[src/rtl/mfp_ahb_loader_arb_pkg.sv]
// mfp_ahb_loader_arb_pkg: shared AHB encodings and arbiter state type
package mfp_ahb_loader_arb_pkg;
  localparam logic [1:0] HTRANS_IDLE   = 2'b00;
  localparam logic [1:0] HTRANS_NONSEQ = 2'b10;
  localparam logic [2:0] HSIZE_WORD    = 3'b010;
  typedef enum logic [1:0] {
    ST_CPU     = 2'd0,
    ST_M1_ADDR = 2'd1,
    ST_M1_DATA = 2'd2
  } arb_state_t;
endpackage

[src/rtl/mfp_ahb_loader_arb_if.sv]
// mfp_ahb_loader_arb_if: CPU, loader (M1) and slave-side signals of the loader arbiter
interface mfp_ahb_loader_arb_if;
  logic [31:0] CPU_HADDR;
  logic [1:0]  CPU_HTRANS;
  logic        CPU_HWRITE;
  logic [2:0]  CPU_HSIZE;
  logic [31:0] CPU_HWDATA;
  logic        CPU_HREADY;
  logic        CPU_HRESP;
  logic [31:0] CPU_HRDATA;
  logic        M1_REQ;
  logic [31:0] M1_ADDR;
  logic        M1_WRITE;
  logic [2:0]  M1_SIZE;
  logic [31:0] M1_WDATA;
  logic        M1_ACK;
  logic [31:0] M1_RDATA;
  logic        M1_ERR;
  logic [31:0] S_HADDR;
  logic [1:0]  S_HTRANS;
  logic        S_HWRITE;
  logic [2:0]  S_HSIZE;
  logic [31:0] S_HWDATA;
  logic        S_HREADY;
  logic        S_HRESP;
  logic [31:0] S_HRDATA;
  logic        M1_OWNS;
  modport master (
    input  CPU_HADDR, CPU_HTRANS, CPU_HWRITE, CPU_HSIZE, CPU_HWDATA,
    input  M1_REQ, M1_ADDR, M1_WRITE, M1_SIZE, M1_WDATA,
    input  S_HREADY, S_HRESP, S_HRDATA,
    output CPU_HREADY, CPU_HRESP, CPU_HRDATA,
    output M1_ACK, M1_RDATA, M1_ERR, M1_OWNS,
    output S_HADDR, S_HTRANS, S_HWRITE, S_HSIZE, S_HWDATA
  );
  modport slave (
    output CPU_HADDR, CPU_HTRANS, CPU_HWRITE, CPU_HSIZE, CPU_HWDATA,
    output M1_REQ, M1_ADDR, M1_WRITE, M1_SIZE, M1_WDATA,
    output S_HREADY, S_HRESP, S_HRDATA,
    input  CPU_HREADY, CPU_HRESP, CPU_HRDATA,
    input  M1_ACK, M1_RDATA, M1_ERR, M1_OWNS,
    input  S_HADDR, S_HTRANS, S_HWRITE, S_HSIZE, S_HWDATA
  );
endinterface

[src/rtl/mfp_ahb_loader_arb.sv]
// mfp_ahb_loader_arb: shares the AHB-Lite slave path between the CPU and a single-beat loader master
module mfp_ahb_loader_arb
  import mfp_ahb_loader_arb_pkg::*;
#(
  parameter int GAP_CYCLES = 2
) (
  input logic                  HCLK,
  input logic                  HRESET,
  mfp_ahb_loader_arb_if.master bus
);
  localparam int GW = $clog2(GAP_CYCLES + 2);
  arb_state_t    state_q;
  logic [GW-1:0] gap_q;
  logic          ack_q;
  logic          err_q;
  logic [31:0]   rdata_q;
  logic          grant;
  logic          m1;
  // an IDLE CPU address phase with the slave ready means no CPU data phase can collide
  assign grant = bus.M1_REQ && !ack_q && gap_q == '0 && bus.S_HREADY && !bus.CPU_HTRANS[1];
  assign m1    = state_q != ST_CPU;
  always_ff @(posedge HCLK) begin
    if (HRESET) begin
      state_q <= ST_CPU;
      gap_q   <= '0;
      ack_q   <= 1'b0;
      err_q   <= 1'b0;
      rdata_q <= '0;
    end else begin
      ack_q <= 1'b0;
      gap_q <= gap_q - GW'(gap_q != '0);
      case (state_q)
        ST_CPU:     if (grant) state_q <= ST_M1_ADDR;
        ST_M1_ADDR: if (bus.S_HREADY) state_q <= ST_M1_DATA;
        ST_M1_DATA: if (bus.S_HREADY) begin
          state_q <= ST_CPU;
          ack_q   <= 1'b1;
          err_q   <= bus.S_HRESP;
          rdata_q <= bus.S_HRDATA;
          gap_q   <= GW'(GAP_CYCLES);
        end
        default:    state_q <= ST_CPU;
      endcase
    end
  end
  assign bus.S_HADDR    = m1 ? bus.M1_ADDR : bus.CPU_HADDR;
  assign bus.S_HWRITE   = m1 ? bus.M1_WRITE : bus.CPU_HWRITE;
  assign bus.S_HSIZE    = m1 ? bus.M1_SIZE : bus.CPU_HSIZE;
  assign bus.S_HTRANS   = state_q == ST_M1_ADDR ? HTRANS_NONSEQ :
                          state_q == ST_M1_DATA ? HTRANS_IDLE : bus.CPU_HTRANS;
  assign bus.S_HWDATA   = state_q == ST_M1_DATA ? bus.M1_WDATA : bus.CPU_HWDATA;
  assign bus.CPU_HREADY = !m1 && bus.S_HREADY;
  assign bus.CPU_HRESP  = !m1 && bus.S_HRESP;
  assign bus.CPU_HRDATA = bus.S_HRDATA;
  assign bus.M1_ACK     = ack_q;
  assign bus.M1_ERR     = err_q;
  assign bus.M1_RDATA   = rdata_q;
  assign bus.M1_OWNS    = m1;
endmodule

[src/flat_wrapper.sv]
// flat-port wrapper written by rule: the top's interface ports become plain ports
module mfp_ahb_loader_arb_flat import mfp_ahb_loader_arb_pkg::*;
#(
  parameter int GAP_CYCLES = 2
)
  (HCLK, HRESET, bus_CPU_HADDR, bus_CPU_HTRANS, bus_CPU_HWRITE, bus_CPU_HSIZE, bus_CPU_HWDATA, bus_M1_REQ, bus_M1_ADDR, bus_M1_WRITE, bus_M1_SIZE, bus_M1_WDATA, bus_S_HREADY, bus_S_HRESP, bus_S_HRDATA, bus_CPU_HREADY, bus_CPU_HRESP, bus_CPU_HRDATA, bus_M1_ACK, bus_M1_RDATA, bus_M1_ERR, bus_M1_OWNS, bus_S_HADDR, bus_S_HTRANS, bus_S_HWRITE, bus_S_HSIZE, bus_S_HWDATA);
  mfp_ahb_loader_arb_if bus_i ();
  input logic HCLK;
  input logic HRESET;
  input wire logic [$bits(bus_i.CPU_HADDR)-1:0] bus_CPU_HADDR;
  input wire logic [$bits(bus_i.CPU_HTRANS)-1:0] bus_CPU_HTRANS;
  input wire logic [$bits(bus_i.CPU_HWRITE)-1:0] bus_CPU_HWRITE;
  input wire logic [$bits(bus_i.CPU_HSIZE)-1:0] bus_CPU_HSIZE;
  input wire logic [$bits(bus_i.CPU_HWDATA)-1:0] bus_CPU_HWDATA;
  input wire logic [$bits(bus_i.M1_REQ)-1:0] bus_M1_REQ;
  input wire logic [$bits(bus_i.M1_ADDR)-1:0] bus_M1_ADDR;
  input wire logic [$bits(bus_i.M1_WRITE)-1:0] bus_M1_WRITE;
  input wire logic [$bits(bus_i.M1_SIZE)-1:0] bus_M1_SIZE;
  input wire logic [$bits(bus_i.M1_WDATA)-1:0] bus_M1_WDATA;
  input wire logic [$bits(bus_i.S_HREADY)-1:0] bus_S_HREADY;
  input wire logic [$bits(bus_i.S_HRESP)-1:0] bus_S_HRESP;
  input wire logic [$bits(bus_i.S_HRDATA)-1:0] bus_S_HRDATA;
  output wire logic [$bits(bus_i.CPU_HREADY)-1:0] bus_CPU_HREADY;
  output wire logic [$bits(bus_i.CPU_HRESP)-1:0] bus_CPU_HRESP;
  output wire logic [$bits(bus_i.CPU_HRDATA)-1:0] bus_CPU_HRDATA;
  output wire logic [$bits(bus_i.M1_ACK)-1:0] bus_M1_ACK;
  output wire logic [$bits(bus_i.M1_RDATA)-1:0] bus_M1_RDATA;
  output wire logic [$bits(bus_i.M1_ERR)-1:0] bus_M1_ERR;
  output wire logic [$bits(bus_i.M1_OWNS)-1:0] bus_M1_OWNS;
  output wire logic [$bits(bus_i.S_HADDR)-1:0] bus_S_HADDR;
  output wire logic [$bits(bus_i.S_HTRANS)-1:0] bus_S_HTRANS;
  output wire logic [$bits(bus_i.S_HWRITE)-1:0] bus_S_HWRITE;
  output wire logic [$bits(bus_i.S_HSIZE)-1:0] bus_S_HSIZE;
  output wire logic [$bits(bus_i.S_HWDATA)-1:0] bus_S_HWDATA;
  assign bus_i.CPU_HADDR = bus_CPU_HADDR;
  assign bus_i.CPU_HTRANS = bus_CPU_HTRANS;
  assign bus_i.CPU_HWRITE = bus_CPU_HWRITE;
  assign bus_i.CPU_HSIZE = bus_CPU_HSIZE;
  assign bus_i.CPU_HWDATA = bus_CPU_HWDATA;
  assign bus_i.M1_REQ = bus_M1_REQ;
  assign bus_i.M1_ADDR = bus_M1_ADDR;
  assign bus_i.M1_WRITE = bus_M1_WRITE;
  assign bus_i.M1_SIZE = bus_M1_SIZE;
  assign bus_i.M1_WDATA = bus_M1_WDATA;
  assign bus_i.S_HREADY = bus_S_HREADY;
  assign bus_i.S_HRESP = bus_S_HRESP;
  assign bus_i.S_HRDATA = bus_S_HRDATA;
  assign bus_CPU_HREADY = bus_i.CPU_HREADY;
  assign bus_CPU_HRESP = bus_i.CPU_HRESP;
  assign bus_CPU_HRDATA = bus_i.CPU_HRDATA;
  assign bus_M1_ACK = bus_i.M1_ACK;
  assign bus_M1_RDATA = bus_i.M1_RDATA;
  assign bus_M1_ERR = bus_i.M1_ERR;
  assign bus_M1_OWNS = bus_i.M1_OWNS;
  assign bus_S_HADDR = bus_i.S_HADDR;
  assign bus_S_HTRANS = bus_i.S_HTRANS;
  assign bus_S_HWRITE = bus_i.S_HWRITE;
  assign bus_S_HSIZE = bus_i.S_HSIZE;
  assign bus_S_HWDATA = bus_i.S_HWDATA;
  mfp_ahb_loader_arb #(.GAP_CYCLES(GAP_CYCLES)) u_core (.HCLK(HCLK), .HRESET(HRESET), .bus(bus_i));
endmodule
[config.mk]
export PLATFORM = sky130hd
export DESIGN_NAME = mfp_ahb_loader_arb_flat
export DESIGN_NICKNAME = d
export VERILOG_FILES = /design/src/rtl/mfp_ahb_loader_arb_pkg.sv /design/src/rtl/mfp_ahb_loader_arb_if.sv /design/src/rtl/mfp_ahb_loader_arb.sv /design/src/flat_wrapper.sv
export SDC_FILE = /design/constraint.sdc
export NUM_CORES = 1
export LEC_CHECK = 0
export ABC_AREA = 1
export CORE_AREA = 2 2 124 126
export DETAILED_ROUTE_END_ITERATION = 8
export DIE_AREA = 0 0 126 128
export GPL_ROUTABILITY_DRIVEN = 0
export GPL_TIMING_DRIVEN = 0
export SLEW_MARGIN = 20
export SYNTH_ARGS = -nofsm -noshare
export SYNTH_HDL_FRONTEND = slang
export SYNTH_SLANG_ARGS = --single-unit
[constraint.sdc]
create_clock -name HCLK -period 1.45 [get_ports HCLK]
set_input_delay 0.145 -clock HCLK [delete_from_list [all_inputs] [get_ports HCLK]]
set_output_delay 0.145 -clock HCLK [all_outputs]
set_load 0.005 [all_outputs]
==> flow_summary.yaml, run 1 <==
outcome:
  status: "finished with violations"
  violations: "setup timing"
placement:
  portBuffers: 313
  dpl.hpwl_um: 10600
  post_dp_cell_area_um2: 5850
  dp_cells: 933
timing:
  rsz0062_at_grt: "true"
  finalCritPeriodShare_pct: 117
  fin_setup_tns_ns: -6.33
  worst_pin_slew_ns: 0.353
  hold_viol_final: 0
  slew_headroom_pct: 76.4
  setup_violations: 60
  maxSlewViolCount: 0
  finClkSkew_ns: 0.00475
  fin_ws_ns: -0.240
  finalCriticalPeriod_ns: 1.69
  clock.fmax_mhz: 592
synth:
  ys_seq_area_share_pct: 30.7
  synth_nets: 607
  synthCells: 432
  synthMuxAreaShare_pct: 0
  synth_area_um2: 2480
  synth_xor_area_share_pct: 0
  yosys_warnings: 0
  synthSimpleGateAreaFrac_pct: 45.7
  synth_top_family_by_area: "simple AND/OR/NAND/NOR gates"
  synth_cell_types: 15
  synthAdderAreaFrac_pct: 0
  avgSynthCellArea_um2: 5.74
  synth_compound_area_share_pct: 7.27
  ys_seq_elements: 38
global_routing:
  grt-ovfl-total: 0
  grt_pass1_vias: 3708
  track_usage_pct: 15.6
  antenna_found_initial: 0
  grt_max_degree: 14
  grt_pass1_wl_um: 20000
power:
  swShare_pct: 26.8
  clkPwrFrac_pct: 32.2
  vdd_ir_drop_max_v: 0.000449
  total_power_mw: 4.48
  power_density_nw_per_um2: 635
  power.switching_mw: 1.20
  p_leak_nw: 3.37
  p_seq_share_pct: 24.8
  comb_power_share_pct: 43.0
  internal-power_mw: 3.28
job:
  maxCapViolCount: 0
floorplanning:
  top_level_ports: 314
  dieArea_um2: 16100
  core_area_um2: 14900
  rows: 45
  start_util_pct: 16.7
  die_h_um: 128
  die_x_um: 126
worst_setup_path:
  cp.required_ns: 1.31
  crit_path_start_kind: "register"
  end_kind: "output port"
  cp.buffers_inverters: 6
  critPathMaxStageDelay_ns: 0.37
  worst_ep_arrival_time_ns: 1.54
  cpMaxStageDelayCell: "dfxtp_4"
  path_cells: "nor2_4 -> buf_6 -> buf_6 -> buf_6 -> buf_6 -> buf_6 -> nand2_2 -> nand2_1 -> buf_2"
  cpLargestDelayFamily: "buffers and inverters"
  crit_fanout: 7
  critPathMostFrequentCell: "buf_6"
  crit_type: "reg2out"
routing:
  routed_wl_um: 14500
  vias: 3976
  routedWlPerCell_um: 14.6
  first_iter_violations: 78
  drtAntennaViolNets: 0
  drcViolationCount: 0
  via_per_inst: 4.00
  firstDrtPassIters: 4
clock_network:
  clock_path_buffers: 2
  clk_pin_slew_worst_paths_ns: 0.06
  clock_latency_ns: 0.28
  tritoncts: "built"
  cts.sinks: 38
  h-tree-depth: 2
  cts_buffers: 5
  root_buffer: "clkbuf_16"
  cts_hold_buffers: 0
finish:
  drive_gt1_share_pct: 39.0
  nets: 981
  diodes: 0
  stdcell_area_um2: 7060
  syn_to_final_growth_pct: 185
  final_util_pct: 47.5
  stdcell_count: 995
worst_hold_path:
  hold_class: "in2reg"
==> synth_stat cells <==
cell	n	area, um^2
nor2_8	1	20.0
dfxtp_1	38	761
buf_2	10	50.1
nor2_1	79	297
nand2_1	213	800
o21ai_1	10	50.1
clkbuf_1	4	15.0
inv_1	5	18.8
o21ai_0	24	120
nand2_4	1	11.3
inv_2	2	7.51
inv_4	1	6.26
nor2_2	1	6.26
a21oi_1	2	10.0
buf_4	41	308
==> per-stage QoR <==
step / hold slack, ns / setup slack (ns)
floorplan: 0.214 / 0.362
global placement: 0.451 / -0.471
detailed placement: 0.452 / -0.471
CTS: 0.461 / -0.348
global route: 0.238 / -0.321
finish: 0.199 / -0.240
==> worst register-to-register path, stage by stage (launching register included) <==
cell and delay [ns]:
dfxtp_4 0.38, buf_6 0.12, nand2_8 0.06, buf_6 0.13
nor2_8 0.22, inv_8 0.09, clkbuf_16 0.17, nor2_1 0.08
nor2_1 0.05
==> metal layers <==
metal	vias up	GRT usage, %	share of wire [%]
met2	163	28.2	51
met4	0	2.97	1.2
met1	1772	18.6	40
li1	2029	-	-
met5	-	0	0
met3	12	4.26	7.5
==> cell type report <==
| class | instances | area, um^2 |
|---|---|---|
| Tap cell | 188 | 235 |
| Timing Repair Buffer | 368 | 3560 |
| Clock inverter | 3 | 68.8 |
| Inverter | 8 | 40.0 |
| Timing Repair inverter | 1 | 6.26 |
| Buffer | 53 | 498 |
| Clock buffer | 5 | 125 |
| Sequential cell | 38 | 768 |
| Multi-Input combinational cell | 331 | 1750 |
| Fill cell | 1513 | 7810 |
==> cell families after synthesis <==
logic type      Yosys count
compound gates           36
buf+inv                  63
flops                    38
simple gates            295
==> power groups by stage <==
stage	clock [mW]	sequential [mW]	combinational [mW]
finish	1.44	1.11	1.93
global route	1.52	1.12	2.05
CTS	1.47	1.11	1.72
detailed placement	0	1.14	1.60
global placement	0	1.13	1.60
floorplan	0	1.14	0.438
==> final timing paths <==
| path | cells after the start | slack [ns] | to | start |
|---|---|---|---|---|
| setup / recovery | 9 | -0.24 | bus_S_HWRITE | u_core.state_q[0]$_SDFFE_PP0P_ |
| hold / removal | 3 | 0.20 | u_core.bus.M1_RDATA[22]$_SDFFE_PP0P_ | bus_S_HRDATA[22] |
| setup reg to reg | 8 | 0.05 | u_core.bus.M1_RDATA[27]$_SDFFE_PP0P_ | u_core.state_q[1]$_SDFFE_PP0P_ |
| hold reg to reg | 2 | 0.46 | u_core.gap_q[0]$_SDFF_PP0_ | u_core.gap_q[1]$_SDFF_PP0_ |
==> flip-flops by register name, indices dropped and copies added (netlist names) <==
register             flops
u_core.bus.M1_ERR        1
u_core.bus.M1_RDATA     32
u_core.state_q           2
u_core.bus.M1_ACK        1
u_core.gap_q             2
==> cells in the final DEF (no fill, tap or decap), types with 5 or more instances in the layout <==
| cell | instances |
|---|---|
| buf_2 | 47 |
| o21ai_0 | 24 |
| buf_4 | 45 |
| nor2_4 | 6 |
| nand2_2 | 77 |
| nand2_4 | 21 |
| clkdlybuf4s50_1 | 239 |
| buf_6 | 61 |
| buf_8 | 12 |
| o21ai_1 | 10 |
| dfxtp_1 | 36 |
| nand2_1 | 115 |
| nor2_2 | 15 |
| nor2_1 | 59 |
| clkbuf_16 | 8 |
| clkbuf_2 | 5 |
==> repair_timing <==
| action | in CTS | in global routing |
|---|---|---|
| gates cloned | 5 | 4 |
| pin swaps | 14 | 35 |
| setup buffers | 36 | 15 |
| gates resized for setup | 372 | 184 |
| setup endpoints to repair | 73 | 100 |
Note: power is estimated with default switching activity, not from simulation.
==> run 2: changes to the inputs <==
--- a/config.mk
+++ b/config.mk
@@ -11,6 +11,7 @@
 export DIE_AREA = 0 0 126 128
 export GPL_ROUTABILITY_DRIVEN = 0
 export GPL_TIMING_DRIVEN = 0
+export PLACE_DENSITY_LB_ADDON = 0.2
 export SLEW_MARGIN = 20
 export SYNTH_ARGS = -nofsm -noshare
 export SYNTH_HDL_FRONTEND = slang
==> run 2 against run 1 <==
Compared with the run above: the flow still finishes with violations (setup timing); critical path depth down 1; largest cell class unchanged; sequential share of layout area up 0.12 points; clock skew up 0.0023 ns; routed wire length up 0.36%; total power down 7.8%; hold slack worse by 0.0045 ns; sequential power about the same; global-route usage up 0.43 points; design area down 1.1%.
==> flow_summary.yaml, run 2 (synthesis gave the netlist of run 1 again) <==
outcome:
  status: "finished with violations"
  violations: "setup timing"
clock_network:
  clock_latency_ns: 0.28
  clk_pin_slew_worst_paths_ns: 0.06
  root_buffer: "clkbuf_16"
  cts_hold_buffers: 0
  clock_path_buffers: 2
  cts_buffers: 5
  tritoncts: "built"
  h-tree-depth: 2
  cts.sinks: 38
floorplanning:
  top_level_ports: 314
  start_util_pct: 16.7
  rows: 45
  die_h_um: 128
  die_x_um: 126
  dieArea_um2: 16100
  core_area_um2: 14900
power:
  p_leak_nw: 3.32
  p_seq_share_pct: 27.0
  vdd_ir_drop_max_v: 0.000469
  total_power_mw: 4.13
  internal-power_mw: 2.96
  power_density_nw_per_um2: 592
  swShare_pct: 28.4
  comb_power_share_pct: 46.0
  power.switching_mw: 1.18
  clkPwrFrac_pct: 27.0
finish:
  final_util_pct: 47.0
  largest_register_ffs: 32
  diodes: 0
  nets: 977
  fill_cells: 1475
  syn_to_final_growth_pct: 181
  multi_input_area_um2: 1740
  drive_gt1_share_pct: 38.6
  mostFrequentLayoutCell: "clkdlybuf4s50_1"
  layout_common_cells: "clkdlybuf4s50_1 (238), nand2_1 (104), nand2_2 (91)"
  regArea_um2: 768
global_routing:
  grt_max_degree: 13
  grt-ovfl-total: 0
  grt_pass1_vias: 4023
  track_usage_pct: 16.0
  grt_pass1_wl_um: 21100
  antenna_found_initial: 0
worst_hold_path:
  hold_class: "in2reg"
worst_setup_path:
  crit_fanout: 5
  crit_type: "reg2out"
  worst_ep_arrival_time_ns: 1.48
  crit_path_start_kind: "register"
  end_kind: "output port"
  cp.required_ns: 1.31
placement:
  dpl.hpwl_um: 10500
  dpl_worst_slack_ns: -0.413
  portBuffers: 313
routing:
  firstDrtPassIters: 4
  via_per_inst: 4.06
  vias: 4028
  first_iter_violations: 91
  drcViolationCount: 0
  routed_wl_um: 14600
  drtAntennaViolNets: 0
  routedWlPerCell_um: 14.7
timing:
  finClkSkew_ns: 0.00708
  maxSlewViolCount: 0
  fin_setup_tns_ns: -7.41
  hold_viol_final: 0
  finalCriticalPeriod_ns: 1.62
  worst_pin_slew_ns: 0.382
  rsz0062_at_grt: "true"
  slew_headroom_pct: 74.6
  finalCritPeriodShare_pct: 112
  fin_ws_ns: -0.171
  hold_slack_ns: 0.195
  clock.fmax_mhz: 617
  setup_violations: 101
job:
  maxCapViolCount: 0
==> run 2: layer usage <==
| metal | vias up | wire length [um] | track usage [%] |
|---|---|---|---|
| li1 | 2025 | - | - |
| met1 | 1827 | 5840 | 19.4 |
| met2 | 166 | 7560 | 29.1 |
| met3 | 10 | 1070 | 4.22 |
| met4 | 0 | 113 | 2.46 |
| met5 | - | 0 | 0 |
==> run 2: final timing paths <==
kind | from | end | slack (ns) | cells past startpoint
max | u_core.state_q[0]$_SDFFE_PP0P_ | bus_S_HADDR[6] | -0.17 | 8
min | bus_S_HRDATA[18] | u_core.bus.M1_RDATA[18]$_SDFFE_PP0P_ | 0.19 | 3
max reg2reg | u_core.state_q[0]$_SDFFE_PP0P_ | u_core.bus.M1_RDATA[21]$_SDFFE_PP0P_ | -0.08 | 10
min reg2reg | u_core.gap_q[1]$_SDFF_PP0_ | u_core.gap_q[0]$_SDFF_PP0_ | 0.45 | 2
==> run 2: area by class of cell <==
cell class,instances,share of cell area (%)
clock inverter,2,0.179
multi-input combinational,331,24.9
tap,188,3.37
clock buffer,6,1.99
timing repair inverter,1,0.0896
sequential,38,11.0
timing repair buffer,363,50.6
inverter,8,0.609
buffer,54,7.31
==> run 2: timing repair <==
action	in CTS	in global routing
pin swaps	40	28
setup buffers	30	11
gates resized for setup	423	123
setup endpoints to repair	73	100
gates cloned	8	8
==> run 2: power by group through the flow <==
stage | clock (mW) | sequential, mW | combinational [mW]
after CTS | 1.16 | 1.11 | 1.76
final | 1.12 | 1.11 | 1.90
after detailed placement | 0 | 1.14 | 1.59
after floorplan | 0 | 1.14 | 0.438
after global placement | 0 | 1.13 | 1.59
after global routing | 1.22 | 1.12 | 2.04
==> run 2: worst max-delay path, stage by stage, from the launching register on <==
cell and delay [ns]:
dfxtp_4 0.36, nor2_4 0.16, buf_6 0.14, buf_12 0.11, buf_8 0.10, buf_8 0.13
nand2_4 0.05, nand2_2 0.06, buf_2 0.10
==> run 2: through the flow <==
step                      cells  area (um^2)
after floorplan             432         2480
after global placement      933         5850
after detailed placement    933         5850
after CTS                   979         6510
after global routing        991         6980
final                       991         6980
==> run 3: changes to the inputs <==
--- a/config.mk
+++ b/config.mk
@@ -16,3 +16,4 @@
 export SYNTH_ARGS = -nofsm -noshare
 export SYNTH_HDL_FRONTEND = slang
 export SYNTH_SLANG_ARGS = --single-unit
+export TNS_END_PERCENT = 10
==> run 3 against run 2 <==
Compared with the run above: the run still ends with setup timing left; flip-flop and latch count unchanged; routed wire length down 6.7%; via count down 2.3%; clock power about the same; final cell count down 1.3%; core utilization down 3.7 points; first-iteration DRC count up 14%; worst setup slack better by 0.016 ns; hold slack better by 0.26 ns; largest cell class unchanged; largest power group unchanged.
==> flow_summary.yaml, run 3 (synthesis gave the netlist of run 1 again) <==
placement:
  dpl_worst_slack_ns: -0.413
  post_dp_cell_area_um2: 5850
  dpl.hpwl_um: 10500
  dp_cells: 933
  portBuffers: 313
routing:
  via_per_inst: 4.02
  wl_met1_um: 5600
  dr_wl_met2_um: 6910
  drtAntennaViolNets: 0
  first_iter_violations: 104
  wl_met3_um: 1010
  vias: 3934
  routed.top_layer: "met4"
  drcViolationCount: 0
  routedWlPerCell_um: 13.9
  routed_wl_um: 13600
  firstDrtPassIters: 4
worst_setup_path:
  crit_type: "reg2out"
  critPathMostFrequentCell: "buf_6"
  path_cells: "nor2_4 -> buf_6 -> buf_12 -> buf_6 -> buf_8 -> nand2_4 -> nand2_2 -> buf_2"
  r2r_slack_ns: 0.01
  cpMaxStageDelayCell: "dfxtp_4"
  end_kind: "output port"
  crit_path_start_kind: "register"
  r2r_cells: 8
  cp.required_ns: 1.31
  critPathMaxStageDelay_ns: 0.36
  reg2reg_from: "u_core.state_q[0]$_SDFFE_PP0P_"
  timing.rr.end: "u_core.bus.M1_RDATA[18]$_SDFFE_PP0P_"
  worst_ep_arrival_time_ns: 1.46
  crit_fanout: 5
timing:
  clock.fmax_mhz: 623
  rsz0062_at_grt: "true"
  fin_ws_ns: -0.155
  hold_viol_final: 0
  hold_slack_ns: 0.454
  finClkSkew_ns: 0.00842
  finalCriticalPeriod_ns: 1.60
  maxSlewViolCount: 0
  setup_violations: 64
  finalCritPeriodShare_pct: 111
  worst_pin_slew_ns: 0.376
  slew_headroom_pct: 75.0
clock_network:
  h-tree-depth: 2
  root_buffer: "clkbuf_16"
  cts_buffers: 5
  clk_pin_slew_worst_paths_ns: 0.06
  tritoncts: "built"
  clock_latency_ns: 0.28
  cts.sinks: 38
  clock_path_buffers: 2
worst_hold_path:
  hold_class: "reg2reg"
  hold_depth: 2
  hold_end: "u_core.gap_q[0]$_SDFF_PP0_"
  hold_path_startpoint: "u_core.gap_q[1]$_SDFF_PP0_"
floorplanning:
  core_area_um2: 14900
  rows: 45
  dieArea_um2: 16100
  die_h_um: 128
  start_util_pct: 16.7
  top_level_ports: 314
  die_x_um: 126
global_routing:
  track_usage_pct: 15.8
  grt_pass1_wl_um: 20700
  grt-ovfl-total: 0
  antenna_found_initial: 0
  grt_max_degree: 13
  grt_pass1_vias: 3902
finish:
  stdcell_count: 978
  nets: 964
  stdcell_area_um2: 6430
  fill_cells: 1537
  mostFrequentLayoutCell: "clkdlybuf4s50_1"
  largest_register_ffs: 32
  diodes: 0
  layout_common_cells: "clkdlybuf4s50_1 (240), nand2_1 (170), nor2_1 (69)"
  drive_gt1_share_pct: 29.4
  syn_to_final_growth_pct: 159
power:
  power_density_nw_per_um2: 613
  vdd_ir_drop_max_v: 0.000432
  p_leak_nw: 3.07
outcome:
  status: "finished with violations"
  violations: "setup timing"
job:
  maxCapViolCount: 0
[run 3: critical path, delay by kind of cell, from the launching register on]
| kind | cells | cell delay [ns] |
|---|---|---|
| buffers and inverters | 5 | 0.56 |
| flip-flops | 1 | 0.36 |
| AND/OR/NAND/NOR | 3 | 0.26 |
[run 3: per-layer routing]
layer | track usage (%) | vias up
met1 | 19.4 | 1760
met2 | 28.1 | 165
met4 | 2.26 | 0
met3 | 4.17 | 8
met5 | 0 | -
li1 | - | 2001
[run 3: cell type report]
type / count / area [um^2] / area share, %
plain buffers: 54 / 479 / 7.46
multi-input cells: 331 / 1490 / 23.1
inverters: 8 / 40.0 / 0.623
clock buffers: 6 / 139 / 2.16
well taps: 188 / 235 / 3.66
repair buffers: 351 / 3270 / 50.8
clock inverters: 2 / 12.5 / 0.195
flip-flops and latches: 38 / 768 / 12.0
[run 3: worst max-delay path by stage]
stage / start / endpoint / slack [ns]
6_report: u_core.state_q[0]$_SDFFE_PP0P_ / bus_S_HADDR[6] / -0.15
5_1_grt: u_core.state_q[0]$_SDFFE_PP0P_ / bus_S_HADDR[6] / -0.23
4_1_cts: u_core.state_q[1]$_SDFFE_PP0P_ / bus_S_HADDR[15] / -0.18
3_5_place_dp: u_core.state_q[0]$_SDFFE_PP0P_ / bus_S_HADDR[3] / -0.41
3_3_place_gp: u_core.state_q[0]$_SDFFE_PP0P_ / bus_S_HADDR[12] / -0.39
2_1_floorplan: u_core.state_q[0]$_SDFFE_PP0P_ / bus_S_HADDR[0] / 0.36
[run 3: report_power, final]
group / total, mW / internal (mW) / switching [mW] / leakage (nW)
Sequential: 1.11 / 1.09 / 0.0257 / 0.311
Clock: 1.11 / 0.681 / 0.433 / 0.0729
Combinational: 1.71 / 1.09 / 0.626 / 2.69
Total: 3.94 / 2.86 / 1.08 / 3.07
[run 3: what timing repair did]
item / 4_1_cts / 5_1_grt
gates resized for setup: 371 / 54
setup buffers: 27 / 3
pin swaps: 27 / 11
cloned: 8 / 0
endpoints found under the setup margin: 73 / 101
hold buffers: 0 / 0
[run 3: through the flow]
stage | power (mW) | setup TNS (ns) | util [%]
final | 3.94 | -5.82 | 43.2
after global routing | 4.19 | -12.62 | 43.2
after floorplan | 1.58 | 0 | -
after detailed placement | 2.73 | -24.95 | 39.3
after global placement | 2.73 | -23.04 | 39.3
after CTS | 3.96 | -6.76 | 42.4
